**src/rtl/soc_bus_pkg.sv**
```systemverilog
// soc_bus_dec shared types: FSM encoding, error data default
// and select-field helpers.
package soc_bus_pkg;

  typedef enum logic [1:0] {
    ST_IDLE = 2'd0,
    ST_REQ  = 2'd1,
    ST_RESP = 2'd2
  } state_t;

  localparam logic [31:0] ERR_DATA_DEF = 32'hDEAD_BEEF;
  localparam int          SEL_W_DEF    = 2;

  function automatic int sel_lsb(int aw, int sw);
    return aw - sw;
  endfunction

endpackage

```
**src/rtl/soc_bus_dec_if.sv**
```systemverilog
// Master request/response channel plus the shared slave channel.
// master: bus master and slaves side; slave: the decoder itself.
interface soc_bus_dec_if #(
  parameter int ADDR_W = 32,
  parameter int DATA_W = 32,
  parameter int NSLAVE = 4
);
  logic [ADDR_W-1:0]        m_addr;
  logic                     m_rw;
  logic [DATA_W-1:0]        m_dwrite;
  logic                     m_valid;
  logic [DATA_W-1:0]        m_dread;
  logic                     m_ready;
  logic                     m_err;
  logic [ADDR_W-1:0]        fault_addr;
  logic [ADDR_W-1:0]        s_addr;
  logic                     s_rw;
  logic [DATA_W-1:0]        s_dwrite;
  logic [NSLAVE-1:0]        s_valid;
  logic [NSLAVE-1:0]        s_ready;
  logic [NSLAVE*DATA_W-1:0] s_dread;

  modport master (
    output m_addr, m_rw, m_dwrite, m_valid,
    output s_ready, s_dread,
    input  m_dread, m_ready, m_err, fault_addr,
    input  s_addr, s_rw, s_dwrite, s_valid
  );

  modport slave (
    input  m_addr, m_rw, m_dwrite, m_valid,
    input  s_ready, s_dread,
    output m_dread, m_ready, m_err, fault_addr,
    output s_addr, s_rw, s_dwrite, s_valid
  );
endinterface

```
**src/rtl/soc_bus_timer.sv**
```systemverilog
// Loadable up-counter with terminal flag for the slave timeout.
// Only present when SOC_BUS_TIMEOUT_EN is defined.
`ifdef SOC_BUS_TIMEOUT_EN
module soc_bus_timer #(
  parameter int LIMIT = 255,
  localparam int CW = (LIMIT > 1) ? $clog2(LIMIT) : 1
) (
  input  logic clk,
  input  logic reset,
  input  logic load,
  input  logic en,
  output logic done
);
  logic [CW-1:0] cnt;

  always_ff @(posedge clk) begin
    if (reset || load) cnt <= '0;
    else if (en)       cnt <= cnt + 1'b1;
  end

  // flags the cycle whose edge would bring the count to LIMIT
  assign done = en && (cnt == CW'(LIMIT - 1));
endmodule
`endif

```
**src/rtl/soc_bus_dec.sv**
```systemverilog
// Single-outstanding address decoder: master to NSLAVE one-hot slaves.
// Optional slave timeout via SOC_BUS_TIMEOUT_EN.
module soc_bus_dec
  import soc_bus_pkg::*;
#(
  parameter int          ADDR_W   = 32,
  parameter int          DATA_W   = 32,
  parameter int          NSLAVE   = 4,
  parameter int          SEL_W    = SEL_W_DEF,
  parameter int          TIMEOUT  = 255,
  parameter logic [31:0] ERR_DATA = ERR_DATA_DEF
) (
  input logic          clk,
  input logic          reset,
  soc_bus_dec_if.slave bus
);
  state_t            state, state_n;
  logic [SEL_W-1:0]  idx, sel;
  logic [ADDR_W-1:0] s_addr, fault_addr;
  logic [DATA_W-1:0] s_dwrite, dread, rsel;
  logic              s_rw, err, hit, rdy, tmo;
  logic              ld, cap, fail;

  assign sel = bus.m_addr[sel_lsb(ADDR_W, SEL_W) +: SEL_W];
  assign hit = int'(sel) < NSLAVE;

  always_comb begin
    rdy  = 1'b0;
    rsel = '0;
    for (int i = 0; i < NSLAVE; i++) begin
      if (int'(idx) == i) begin
        rdy  = bus.s_ready[i];
        rsel = bus.s_dread[i*DATA_W +: DATA_W];
      end
    end
  end

`ifdef SOC_BUS_TIMEOUT_EN
  soc_bus_timer #(.LIMIT(TIMEOUT)) u_timer (
    .clk   (clk),
    .reset (reset),
    .load  (ld),
    .en    (state == ST_REQ && !rdy),
    .done  (tmo)
  );
`else
  assign tmo = 1'b0;
`endif

  always_comb begin
    state_n = state;
    ld      = 1'b0;
    cap     = 1'b0;
    fail    = 1'b0;
    unique case (state)
      ST_IDLE: begin
        if (bus.m_valid) begin
          ld = 1'b1;
          if (hit) begin
            state_n = ST_REQ;
          end else begin
            fail    = 1'b1;
            state_n = ST_RESP;
          end
        end
      end
      ST_REQ: begin
        // ready beats a timeout landing on the same edge
        if (rdy) begin
          cap     = 1'b1;
          state_n = ST_RESP;
        end else if (tmo) begin
          fail    = 1'b1;
          state_n = ST_RESP;
        end
      end
      ST_RESP: state_n = ST_IDLE;
      default: state_n = ST_IDLE;
    endcase
  end

  always_ff @(posedge clk) begin
    if (reset) begin
      state      <= ST_IDLE;
      idx        <= '0;
      s_addr     <= '0;
      s_rw       <= 1'b0;
      s_dwrite   <= '0;
      dread      <= '0;
      err        <= 1'b0;
      fault_addr <= '0;
    end else begin
      state <= state_n;
      if (ld) begin
        idx      <= sel;
        s_addr   <= bus.m_addr;
        s_rw     <= bus.m_rw;
        s_dwrite <= bus.m_dwrite;
      end
      if (cap) begin
        dread <= rsel;
        err   <= 1'b0;
      end
      if (fail) begin
        dread      <= DATA_W'(ERR_DATA);
        err        <= 1'b1;
        fault_addr <= ld ? bus.m_addr : s_addr;
      end
    end
  end

  always_comb begin
    bus.s_valid = '0;
    for (int i = 0; i < NSLAVE; i++)
      bus.s_valid[i] = (state == ST_REQ) && (int'(idx) == i);
  end

  assign bus.m_ready    = (state == ST_RESP);
  assign bus.m_err      = (state == ST_RESP) && err;
  assign bus.m_dread    = dread;
  assign bus.fault_addr = fault_addr;
  assign bus.s_addr     = s_addr;
  assign bus.s_rw       = s_rw;
  assign bus.s_dwrite   = s_dwrite;
endmodule

```
**src/flat_wrapper.sv**
```systemverilog
// flat-port wrapper written by rule: the top's interface ports become plain ports
module soc_bus_dec_flat import soc_bus_pkg::*;
#(
  parameter int          ADDR_W   = 32,
  parameter int          DATA_W   = 32,
  parameter int          NSLAVE   = 4,
  parameter int          SEL_W    = SEL_W_DEF,
  parameter int          TIMEOUT  = 255,
  parameter logic [31:0] ERR_DATA = ERR_DATA_DEF
)
  (clk, reset, bus_m_addr, bus_m_rw, bus_m_dwrite, bus_m_valid, bus_s_ready, bus_s_dread, bus_m_dread, bus_m_ready, bus_m_err, bus_fault_addr, bus_s_addr, bus_s_rw, bus_s_dwrite, bus_s_valid);
  soc_bus_dec_if #(.ADDR_W(ADDR_W), .DATA_W(DATA_W), .NSLAVE(NSLAVE)) bus_i ();
  input logic clk;
  input logic reset;
  input wire logic [$bits(bus_i.m_addr)-1:0] bus_m_addr;
  input wire logic [$bits(bus_i.m_rw)-1:0] bus_m_rw;
  input wire logic [$bits(bus_i.m_dwrite)-1:0] bus_m_dwrite;
  input wire logic [$bits(bus_i.m_valid)-1:0] bus_m_valid;
  input wire logic [$bits(bus_i.s_ready)-1:0] bus_s_ready;
  input wire logic [$bits(bus_i.s_dread)-1:0] bus_s_dread;
  output wire logic [$bits(bus_i.m_dread)-1:0] bus_m_dread;
  output wire logic [$bits(bus_i.m_ready)-1:0] bus_m_ready;
  output wire logic [$bits(bus_i.m_err)-1:0] bus_m_err;
  output wire logic [$bits(bus_i.fault_addr)-1:0] bus_fault_addr;
  output wire logic [$bits(bus_i.s_addr)-1:0] bus_s_addr;
  output wire logic [$bits(bus_i.s_rw)-1:0] bus_s_rw;
  output wire logic [$bits(bus_i.s_dwrite)-1:0] bus_s_dwrite;
  output wire logic [$bits(bus_i.s_valid)-1:0] bus_s_valid;
  assign bus_i.m_addr = bus_m_addr;
  assign bus_i.m_rw = bus_m_rw;
  assign bus_i.m_dwrite = bus_m_dwrite;
  assign bus_i.m_valid = bus_m_valid;
  assign bus_i.s_ready = bus_s_ready;
  assign bus_i.s_dread = bus_s_dread;
  assign bus_m_dread = bus_i.m_dread;
  assign bus_m_ready = bus_i.m_ready;
  assign bus_m_err = bus_i.m_err;
  assign bus_fault_addr = bus_i.fault_addr;
  assign bus_s_addr = bus_i.s_addr;
  assign bus_s_rw = bus_i.s_rw;
  assign bus_s_dwrite = bus_i.s_dwrite;
  assign bus_s_valid = bus_i.s_valid;
  soc_bus_dec #(.ADDR_W(ADDR_W), .DATA_W(DATA_W), .NSLAVE(NSLAVE), .SEL_W(SEL_W), .TIMEOUT(TIMEOUT), .ERR_DATA(ERR_DATA)) u_core (.clk(clk), .reset(reset), .bus(bus_i));
endmodule
```
**config.mk**
```make
export PLATFORM = sky130hd
export DESIGN_NAME = soc_bus_dec_flat
export DESIGN_NICKNAME = d
export VERILOG_FILES = /design/src/rtl/soc_bus_pkg.sv /design/src/rtl/soc_bus_dec_if.sv /design/src/rtl/soc_bus_timer.sv /design/src/rtl/soc_bus_dec.sv /design/src/flat_wrapper.sv
export SDC_FILE = /design/constraint.sdc
export NUM_CORES = 1
export LEC_CHECK = 0
export ABC_AREA = 1
export CORE_AREA = 2 2 131 133
export DETAILED_ROUTE_END_ITERATION = 16
export DIE_AREA = 0 0 133 135
export GPL_TIMING_DRIVEN = 0
export PLACE_DENSITY = 0.77
export RECOVER_POWER = 100
export SLEW_MARGIN = 30
export SYNTH_ARGS = -nofsm -noshare
export SYNTH_HDL_FRONTEND = slang
export SYNTH_SLANG_ARGS = --single-unit
```
**constraint.sdc**
```tcl
create_clock -name clk -period 1.9 [get_ports clk]
set_input_delay 0.19 -clock clk [delete_from_list [all_inputs] [get_ports clk]]
set_output_delay 0.19 -clock clk [all_outputs]
set_load 0.01 [all_outputs]
```
==> metrics.txt <==
Final #Nets=1213; Gate Count Post-Synth=between 600 and 700; Ys Warns=0; slowest cell on the critical path=dfxtp_1; Detailed Place HPWL=between 15 and 20 mm; Inst Count DP=1224; pre-CTS setup slack=-0.0532 ns; floorplan row count=47; r2r endpoint=u_core.bus.m_dread[18]$_SDFFE_PP0P_; status=finished clean; most frequent cells in the layout=clkdlybuf4s50_1 (277), nor2_1 (129), nand3_1 (101); Post-Syn Area=5020 um2; Ant. Diodes=0; vias in the first global route=5731; Seq/Total Area, Yosys=0.395; path depth of the worst reg2reg path=7; Hold Path End=u_core.bus.s_addr[15]$_SDFFE_PP0P_; via count=5826; endpoint class of the critical path=output pin; drt drc=0; Max Freq=0.540 GHz; endpoints failing hold=0; gpl congestion=0.902; CP startpoint kind=flip-flop; Synth cell types=26; setup TNS=0 ns; reg2reg setup slack=0.24 ns; Leak=0.00360 uW; WP data arrival=1.66 ns; Port Buffers=301; min-delay src=bus_m_addr[15]; clk slew on worst S/H paths=~0.070 ns; worst setup margin=between 0.04 and 0.05 ns; CTS root buffer=clkbuf_16; max_slew headroom=0.595; area delta synth->final=74.6%; post-route ant nets=0; layout cells sized above 1=0.124; DR top layer=met4; worst-case hold slack=0.441 ns; Pre-Repair DR Iteration Count=5; clk_lat worst skew=0.35 ns; final period utilization=0.975; Crit Path Max Fanout=17; Worst Hold Depth=3; Avg Cell Area, Syn=7.48 um2; Core Region=between 15000 and 20000 um2; Clock Path Buffers=2; Die Height=135 um; Final min period=roughly 1.9 ns; post-route insts no fill=1238; worst clock skew=0.00472 ns; Max stage delay on crit path=0.35 ns; worst-path cell chain=buf_4, inv_2, nor3_2, dlygate4sd2_1; Initial Utilization=0.306; WL/cell=16.7 um; Hold Buf Count CTS=0; Slew Limit Fails=0; Worst Tran Pin Value=0.607 ns; drt total wl=20.6 mm; initial antenna violation count=0; flops & latches, synth=99; largest net degree at the start of global routing=18; critical path data required time=1.71 ns; WL met1=8.64 mm; # clock sinks=99; critical path type=flip-flop to output pin; r2r startpoint=u_core.idx[0]$_SDFFE_PP0P_; Max VDD drop=0.492 mV; worst hold path type=input pin to flip-flop; commonest non-fill, non-tap cell in the layout=clkdlybuf4s50_1; IO Count=around 340; pwr dens=742 nW/um2; CTS tree=built; max-cap viol count=0; Tot GR Track Use=0.223; met3 wire length=1.49 mm; initial DRC count=389; vias per cell=4.71; total CTS buffers=9; first-pass GRT wire length=31.3 mm; die width=around 130 um; Die Area=18000 um2; overall power=6500 uW; Final setup viols=0; htree depth=3; met2 wire length=10.0 mm; GR Overflow Total=0; RSZ-0062 raised after global routing=true
## final cells by class
type                    instances  area (um2)
multi-input cells             502        2520
plain buffers                  92         592
repair buffers                301        3000
clock buffers                   9         225
inverters                       8        35.0
flip-flops and latches         99        1980
well taps                     220         275
fillers                      1559        7650
clock inverters                 7         123
## how the worst max path moves through the flow
stage                                     from             end  slack (ns)
floorplan           u_core.idx[0]$_SDFFE_PP0P_  bus_s_valid[0]        0.59
global placement    u_core.idx[0]$_SDFFE_PP0P_  bus_s_valid[3]       -0.07
detailed placement  u_core.idx[0]$_SDFFE_PP0P_  bus_s_valid[3]       -0.05
CTS                 u_core.idx[1]$_SDFFE_PP0P_  bus_s_valid[1]      0.0002
global route        u_core.idx[0]$_SDFFE_PP0P_  bus_s_valid[3]       -0.03
finish              u_core.idx[0]$_SDFFE_PP0P_  bus_s_valid[3]        0.05
## power by group
group	switching, uW	total (uW)	internal [uW]	leakage, uW
combinational	982	1970	989	0.00262
sequential	95.2	2350	2260	0.000815
clock	880	2180	1300	0.000168
total	1960	6500	4550	0.00360
## cells by family (layout without fill, tap and decap cells)
| logic type | count (synthesis) | in the layout | synth area share |
|---|---|---|---|
| compound gates | 68 | 68 | 0.0678 |
| buf+inv | 102 | 417 | 0.128 |
| flops | 99 | 99 | 0.395 |
| other cells | 1 | 33 | 0.000748 |
| simple gates | 401 | 401 | 0.409 |
## synth_stat cells (all sizes together)
cell      n  area [um2]
nand3   131         813
nor2    130         504
dfxtp    99        1980
buf      76         538
nand2    72         312
o21ai    65         325
nand4    64         400
clkbuf   18        67.6
inv       8        35.0
nor3      4        20.0
a21oi     3        15.0
conb      1        3.75
## state kept, by name (all words and copies together), names as in the netlist
signal and flops:
u_core.bus.m_dread 32, u_core.bus.s_addr 30, u_core.bus.s_dwrite 32, u_core.bus.s_rw 1, u_core.state 2, u_core.idx 2
## critical path: cells and delay by family (launching register included)
| family | cells | cell delay (ns) |
|---|---|---|
| flip-flops | 1 | 0.35 |
| buffers and inverters | 3 | 0.71 |
| AND/OR/NAND/NOR | 1 | 0.24 |
## timing repair
item                                    4_1_cts  5_1_grt
buffers inserted                              0        0
endpoints found under the setup margin        4        3
resized for setup                            11        4
## routing by layer
metal / vias up / global-route usage
met5: - / 0
met4: 0 / 0.0783
met3: 35 / 0.0507
met2: 222 / 0.371
met1: 2645 / 0.284
li1: 2924 / -
## stage by stage
step / cell area (um2) / util
after floorplan: 5140 / -
after global placement: 8420 / 0.513
after detailed placement: 8420 / 0.513
after CTS: 8770 / 0.534
after global routing: 8760 / 0.534
final: 8760 / 0.534
(Power assumes the default switching activity.)
